==> config.mk <==
export PLATFORM = sky130hd
export DESIGN_NAME = alu_arbiter
export DESIGN_NICKNAME = d
export VERILOG_FILES = /design/src/rtl/alu_arbiter.sv
export SDC_FILE = /design/constraint.sdc
export NUM_CORES = 1
export LEC_CHECK = 0
export CAP_MARGIN = 20
export CORE_UTILIZATION = 25
export CTS_CLUSTER_SIZE = 28
export DETAILED_ROUTE_END_ITERATION = 12
export GPL_ROUTABILITY_DRIVEN = 0
export GPL_TIMING_DRIVEN = 0
export PLACE_DENSITY_LB_ADDON = 0.1
export RECOVER_POWER = 25
export REMOVE_ABC_BUFFERS = 1
export SYNTH_ARGS = -nofsm -noshare
export SYNTH_HDL_FRONTEND = slang
export SYNTH_SLANG_ARGS = --single-unit
==> constraint.sdc <==
create_clock -name clk -period 3.6 [get_ports clk]
set_clock_uncertainty 0.15 [all_clocks]
set_input_delay 0.72 -clock clk [delete_from_list [all_inputs] [get_ports clk]]
set_output_delay 0.72 -clock clk [all_outputs]
set_load 0.05 [all_outputs]
==> src/rtl/alu_arbiter.sv <==
// alu_arbiter: shares one single-cycle RV32I ALU between two requesters.
// Requests are granted one at a time, the ALU is driven from registered
// operands, and the captured result is returned tagged with the requester ID.
//
// Ports:
//   clk, resetN                       clock, asynchronous active-low reset
//   req0Valid/req0Ready/req0A/B/Ctrl  port 0 (core execute path) request
//   req1Valid/req1Ready/req1A/B/Ctrl  port 1 (debug/CSR client) request
//   aluA, aluB, aluCtrl               shared ALU operands and control code
//   aluResult, aluZero                shared ALU result and zero flag
//   rspValid/rspReady/rspId/rspResult/rspZero  response channel
//
// Build option:
//   ALU_ARB_FIXED_PRIORITY_EN  when defined, port 0 always wins contention;
//                              otherwise round-robin on the last grant.
module alu_arbiter #(
  parameter int unsigned DATA_W = 32,
  parameter int unsigned CTRL_W = 4
) (
  input  logic              clk,
  input  logic              resetN,
  input  logic              req0Valid,
  output logic              req0Ready,
  input  logic [DATA_W-1:0] req0A,
  input  logic [DATA_W-1:0] req0B,
  input  logic [CTRL_W-1:0] req0Ctrl,
  input  logic              req1Valid,
  output logic              req1Ready,
  input  logic [DATA_W-1:0] req1A,
  input  logic [DATA_W-1:0] req1B,
  input  logic [CTRL_W-1:0] req1Ctrl,
  output logic [DATA_W-1:0] aluA,
  output logic [DATA_W-1:0] aluB,
  output logic [CTRL_W-1:0] aluCtrl,
  input  logic [DATA_W-1:0] aluResult,
  input  logic              aluZero,
  output logic              rspValid,
  input  logic              rspReady,
  output logic              rspId,
  output logic [DATA_W-1:0] rspResult,
  output logic              rspZero
);

  typedef enum logic [1:0] {
    IDLE = 2'd0,
    EXEC = 2'd1,
    RESP = 2'd2
  } state_t;

  state_t            state_q;
  state_t            state_d;
  logic              last_grant_q;
  logic [DATA_W-1:0] op_a_q;
  logic [DATA_W-1:0] op_b_q;
  logic [CTRL_W-1:0] op_ctrl_q;
  logic              op_id_q;
  logic              rsp_id_q;
  logic [DATA_W-1:0] rsp_result_q;
  logic              rsp_zero_q;

  logic              any_valid_c;
  logic              grant_c;
  logic              can_accept_c;
  logic              fire_c;

  // Arbitration: pick the port that would be granted if a request is taken now.
  always_comb begin
    any_valid_c = req0Valid | req1Valid;
`ifdef ALU_ARB_FIXED_PRIORITY_EN
    grant_c = !req0Valid;
`else
    // Both valid: the port that did not win last time; otherwise the lone one.
    grant_c = (req0Valid && req1Valid) ? !last_grant_q : req1Valid;
`endif
  end

  // State register.
  always_ff @(posedge clk or negedge resetN) begin
    if (!resetN) begin
      state_q <= IDLE;
    end else begin
      state_q <= state_d;
    end
  end

  // Next-state logic.
  always_comb begin
    state_d = state_q;
    unique case (state_q)
      IDLE: begin
        if (any_valid_c) state_d = EXEC;
      end
      EXEC: begin
        state_d = RESP;
      end
      RESP: begin
        if (rspReady) state_d = any_valid_c ? EXEC : IDLE;
      end
      default: begin
        state_d = IDLE;
      end
    endcase
  end

  // Output decode: a request is taken in IDLE, or in RESP as the response drains.
  always_comb begin
    can_accept_c = 1'b0;
    rspValid     = 1'b0;
    unique case (state_q)
      IDLE:    can_accept_c = 1'b1;
      EXEC:    can_accept_c = 1'b0;
      RESP: begin
        rspValid     = 1'b1;
        can_accept_c = rspReady;
      end
      default: can_accept_c = 1'b0;
    endcase
    // resetN gating keeps the readies low while reset is held.
    fire_c    = can_accept_c & any_valid_c & resetN;
    req0Ready = fire_c & !grant_c;
    req1Ready = fire_c &  grant_c;
  end

  // Operand capture on grant and result capture at the end of EXEC.
  always_ff @(posedge clk or negedge resetN) begin
    if (!resetN) begin
      last_grant_q <= 1'b1;
      op_a_q       <= '0;
      op_b_q       <= '0;
      op_ctrl_q    <= '0;
      op_id_q      <= 1'b0;
      rsp_id_q     <= 1'b0;
      rsp_result_q <= '0;
      rsp_zero_q   <= 1'b0;
    end else begin
      if (fire_c) begin
        last_grant_q <= grant_c;
        op_id_q      <= grant_c;
        op_a_q       <= grant_c ? req1A    : req0A;
        op_b_q       <= grant_c ? req1B    : req0B;
        op_ctrl_q    <= grant_c ? req1Ctrl : req0Ctrl;
      end
      if (state_q == EXEC) begin
        rsp_result_q <= aluResult;
        rsp_zero_q   <= aluZero;
        rsp_id_q     <= op_id_q;
      end
    end
  end

  assign aluA      = op_a_q;
  assign aluB      = op_b_q;
  assign aluCtrl   = op_ctrl_q;
  assign rspId     = rsp_id_q;
  assign rspResult = rsp_result_q;
  assign rspZero   = rsp_zero_q;

endmodule

* Word level (Yosys, flattened, before mapping)
Cells that the tools add are included.
** Word-level totals
- Bits in registers :: 106
- Latch bits :: 0
- Bits in writable memories :: 0
- Bits in read-only memories :: 0
- Bits of input ports :: 174
- Output and inout port bits :: 105
- Word-level logic and storage cells :: 33
- Memories :: 0
** Cells by class
- Add/sub/neg operators :: 0
- Multipliers :: 0
- Div/mod/pow operators :: 0
- Magnitude comparators :: 0
- Eq/ne operators :: 4
- Shifts and indexed selects :: 0
- Muxes and demuxes :: 10
- Bitwise operators :: 5
- Reduce and logical (&&, ||, !) cells :: 5
** Operators with widths (number)
- 2-to-1 mux 32 bit :: 2
- case mux 2 bit (3 select lines) :: 1
- AND 1 bit :: 4
- 2-to-1 mux 2 bit :: 2
- 2-to-1 mux 4 bit :: 1
- != test 2 bit (second input constant) :: 2
- 2-to-1 mux 1 bit :: 3
- == test 2 x 1 -> 1 bit (second input constant) :: 1
- == test 2 bit (second input constant) :: 1
- zero test 1 bit :: 2
- zero test 2 bit :: 1
- case mux 1 bit (2 select lines) :: 1
- AND reduction 2 bit :: 1
- logical AND 1 bit :: 1
- bitwise OR 1 bit :: 1

* Longest topological paths before layout
- Word-level depth :: 5
- Mapped depth :: 5
- Depth with buffers taken out :: 3

* Worst setup path after synthesis
OpenSTA, ideal clock, no wires.
- Path type :: input to output
- Start point :: input req1Valid
- End point :: output req0Ready
- Arrival :: 2.142 ns
- Data required time :: 2.730 ns
- Setup slack :: 0.588 ns
- Stages :: 5
- Buffers on the path :: 2
- Cells stage by stage :: nor2_1 -> nor4b_2 -> buf_6 -> buf_8 -> nor2b_1
** On the way
- Longest elaborated chain between the ends :: 4
- Elaborated cells on any way between the ends :: 7
** Ends and longest elaborated chain
- from (decl) :: RTL line 27 : input logic req1Valid,
- bitwise OR 1 bit or logical AND 1 bit (tied branches) :: RTL line 68, 73
- AND 1 bit or 2-to-1 mux 1 bit (tied branches) :: RTL line 119, 73
- AND 1 bit or zero test 1 bit (tied branches) :: RTL line 119, 120
- AND 1 bit * :: RTL line 120 : req0Ready = fire_c & !grant_c;
- to (decl) :: RTL line 23 : output logic req0Ready,
Every way passes the cells marked *; elsewhere a longest branch is shown, timed or not.

* Worst setup path after layout
- Start point :: input resetN
- End point :: output req0Ready
** On the way
- Longest elaborated chain between the ends :: 2
** Ends and longest elaborated chain
- from (decl) :: RTL line 21 : input logic resetN,
- AND 1 bit :: RTL line 119 : fire_c = can_accept_c & any_valid_c & resetN;
- AND 1 bit :: RTL line 120
No other way between the ends.

==> metrics.yaml <==
outcome: "finished, final reports clean"
synth_xor_area_frac: 0
ios: 279
routed-via-count: 3539
path_cells: "buf_6, buf_16, nor4b_4, nor2b_1, dlygate4sd2_1"
crit_buf_inv: 3
place_ws_ps: -713
yosys.area_share.simple: 0.0110
dp_cells: 856
maxCapViolations: 0
cpPeakStageDelay_ps: 550
grt_pass1_wl_um: 20000
critPathCapture: "req0Ready"
slew_headroom: 0.527
ys.flop_type: "dfrtp_1"
grt.overflow.total: 0
yosysUniqueCellTypes: 20
n_antenna_cell: 0
drt_pass1_iterations: 4
cp.arrival_ps: 2480
vdd.ir_drop.worst_v: 0.000392
synth_most_common_cell: "mux2_4"
portBuffers: 278
yosys.area.top_type: "dfrtp_1"
routedWlPerCell_um: 15.0
grt_usage: 0.116
root_buffer: "clkbuf_16"
end_kind: "output port"
clkLatencyLatePin_ps: 330
fmax_mhz: 299
grt_max_degree: 61
synth_top_family_by_area: "multiplexers"
hold_viol: 0
leakagePower_nw: 3.81
p_per_area_mw_per_mm2: 931
cts_tree: "built"
ys_seq_elements: 106
hpwl_um: 10400
drv_slew: 0
ctsLongestPathBuffers: 2
ys_seq_area_frac: 0.484
viasPerCell: 4.05
die_height_um: 150
path_class: "input pin to output port"
layout.cells.non_filler: 874
worst_path_max_delay_cell: "dlygate4sd2_1"
detail_route.wirelength_um: 13100
drc: 0
crit_family: "buffers and inverters"
fin_crit_sh: 0.929
hp-class: "input pin to asynchronous set/reset pin"
synth_common_cells: "mux2_4 (132), dfrtp_1 (105), mux2_2 (38)"
synth_top_area_frac: 0.479
async_flop_share: 1.00
fin_crit_ps: 3350
critPathLaunch: "resetN"
drtIter0Drc: 50
layout_setup_ws_ps: 254
tightest_slew_ps: 708
crit_cells: 5
start_util: 0.258
hold_ws_ps: 153
synthesis.area_sq_mm: 0.00548
finalSetupViolCount: 0
required_ps: 2730
synth_area_leaders: "dfrtp_1 (48%), mux2_4 (36%), mux2_2 (7.8%), buf_12 (4.7%), dfstp_2 (0.48%)"
synth_compound_area_frac: 0.00297
die_area_sq_mm: 0.0225
holdBufCountCts: 0
cts_buffers: 9
reg2reg_slack_ps: 1170
die_x_um: 150
worstPathMaxFanout: 60
final_util: 0.416
rr_worst_depth: 8
synthMuxAreaShare: 0.444
final_antenna_net_count: 0
area_growth_pct: 61.4
htreeDepth: 3
rsz0062_at_grt: "false"
yosys_warnings: 0
r2r_start: "state_q[1]"
final_nets: 768
drive_above_1_share: 0.341
synth-edff-count: 0
cts.sinks: 106
power_mw: 8.24
synth_cells: 309
core_sq_mm: 0.0213
clk_pin_slew_ps: 70
rr_endpoint: "aluA[12]"
yosys.area_share.adder: 0
worst_setup_path_start_kind: "input pin"
num_rows: 53
synth.avg_cell_area_sq_um: 17.7
antenna_found_initial: 0
grt_pass1_vias: 3854
-- worst min-delay path by stage --
stage	to	startpoint	cells after the start
2_1_floorplan	aluA[0]	resetN	0
3_3_place_gp	op_id_q	op_id_q	1
3_5_place_dp	op_id_q	op_id_q	1
4_1_cts	rspResult[18]	resetN	1
5_1_grt	rspResult[16]	resetN	1
6_report	rspResult[5]	resetN	1
-- per-layer routing --
metal,wire length (um),track usage
met4,167,0.0409
met1,5470,0.135
met3,1540,0.0506
met5,0,0
met2,5930,0.190
-- state kept, by name, summed over array words and instances, names as in the netlist --
| register | flops |
|---|---|
| aluA | 32 |
| aluB | 32 |
| rspResult | 32 |
| aluCtrl | 4 |
| state_q | 2 |
| last_grant_q | 1 |
| op_id_q | 1 |
| rspId | 1 |
| rspZero | 1 |
-- repair_timing --
item                                   in CTS  in global routing
setup buffers                               2                  0
resized for setup                           3                  0
endpoints found under the hold margin       0                  0
setup endpoints to repair                   2                  0
-- cell families after synthesis --
| group | after synthesis |
|---|---|
| AOI/OAI and AO/OA | 2 |
| buffers and inverters | 21 |
| DFF | 106 |
| muxes | 172 |
| and+or+nand+nor | 8 |
-- worst register-to-register path, cell delays in order, from the launching register on --
cell and delay (ps):
dfrtp_1 390, nor2b_4 140, nor4b_4 290, buf_4 210
buf_8 160, buf_6 200, buf_6 220, buf_6 210
mux2_2 350
-- power by group --
group          leakage [nW]  internal [mW]  switching [mW]
Combinational          2.44           2.21            2.95
Sequential             1.24           1.81           0.332
Clock                 0.134          0.496           0.446
Total                  3.81           4.51            3.72
-- cell usage in the layout, fill, tap and decap left out, types with 3 or more instances in the layout --
master           instances
buf_16                   4
buf_6                    5
buf_8                    3
clkbuf_16                9
clkdlybuf4s50_1        275
dfrtp_1                105
mux2_2                  38
mux2_4                 132
-- stage by stage --
step | cell area, sq um | TNS, ps
global route | 8850 | 0
floorplan | 5170 | -297520
finish | 8850 | 0
CTS | 8850 | 0
detailed placement | 8550 | -5290
global placement | 8300 | -1064580
-- cell type report --
| cell class | instances | area (sq um) |
|---|---|---|
| clock inverters | 4 | 33.8 |
| inverters | 2 | 7.51 |
| clock buffers | 12 | 246 |
| repair buffers | 293 | 3040 |
| fillers | 1982 | 12400 |
| multi-input cells | 182 | 2520 |
| well taps | 275 | 344 |
| flip-flops and latches | 106 | 2650 |
No activity file was read; power rests on OpenSTA's default activity.
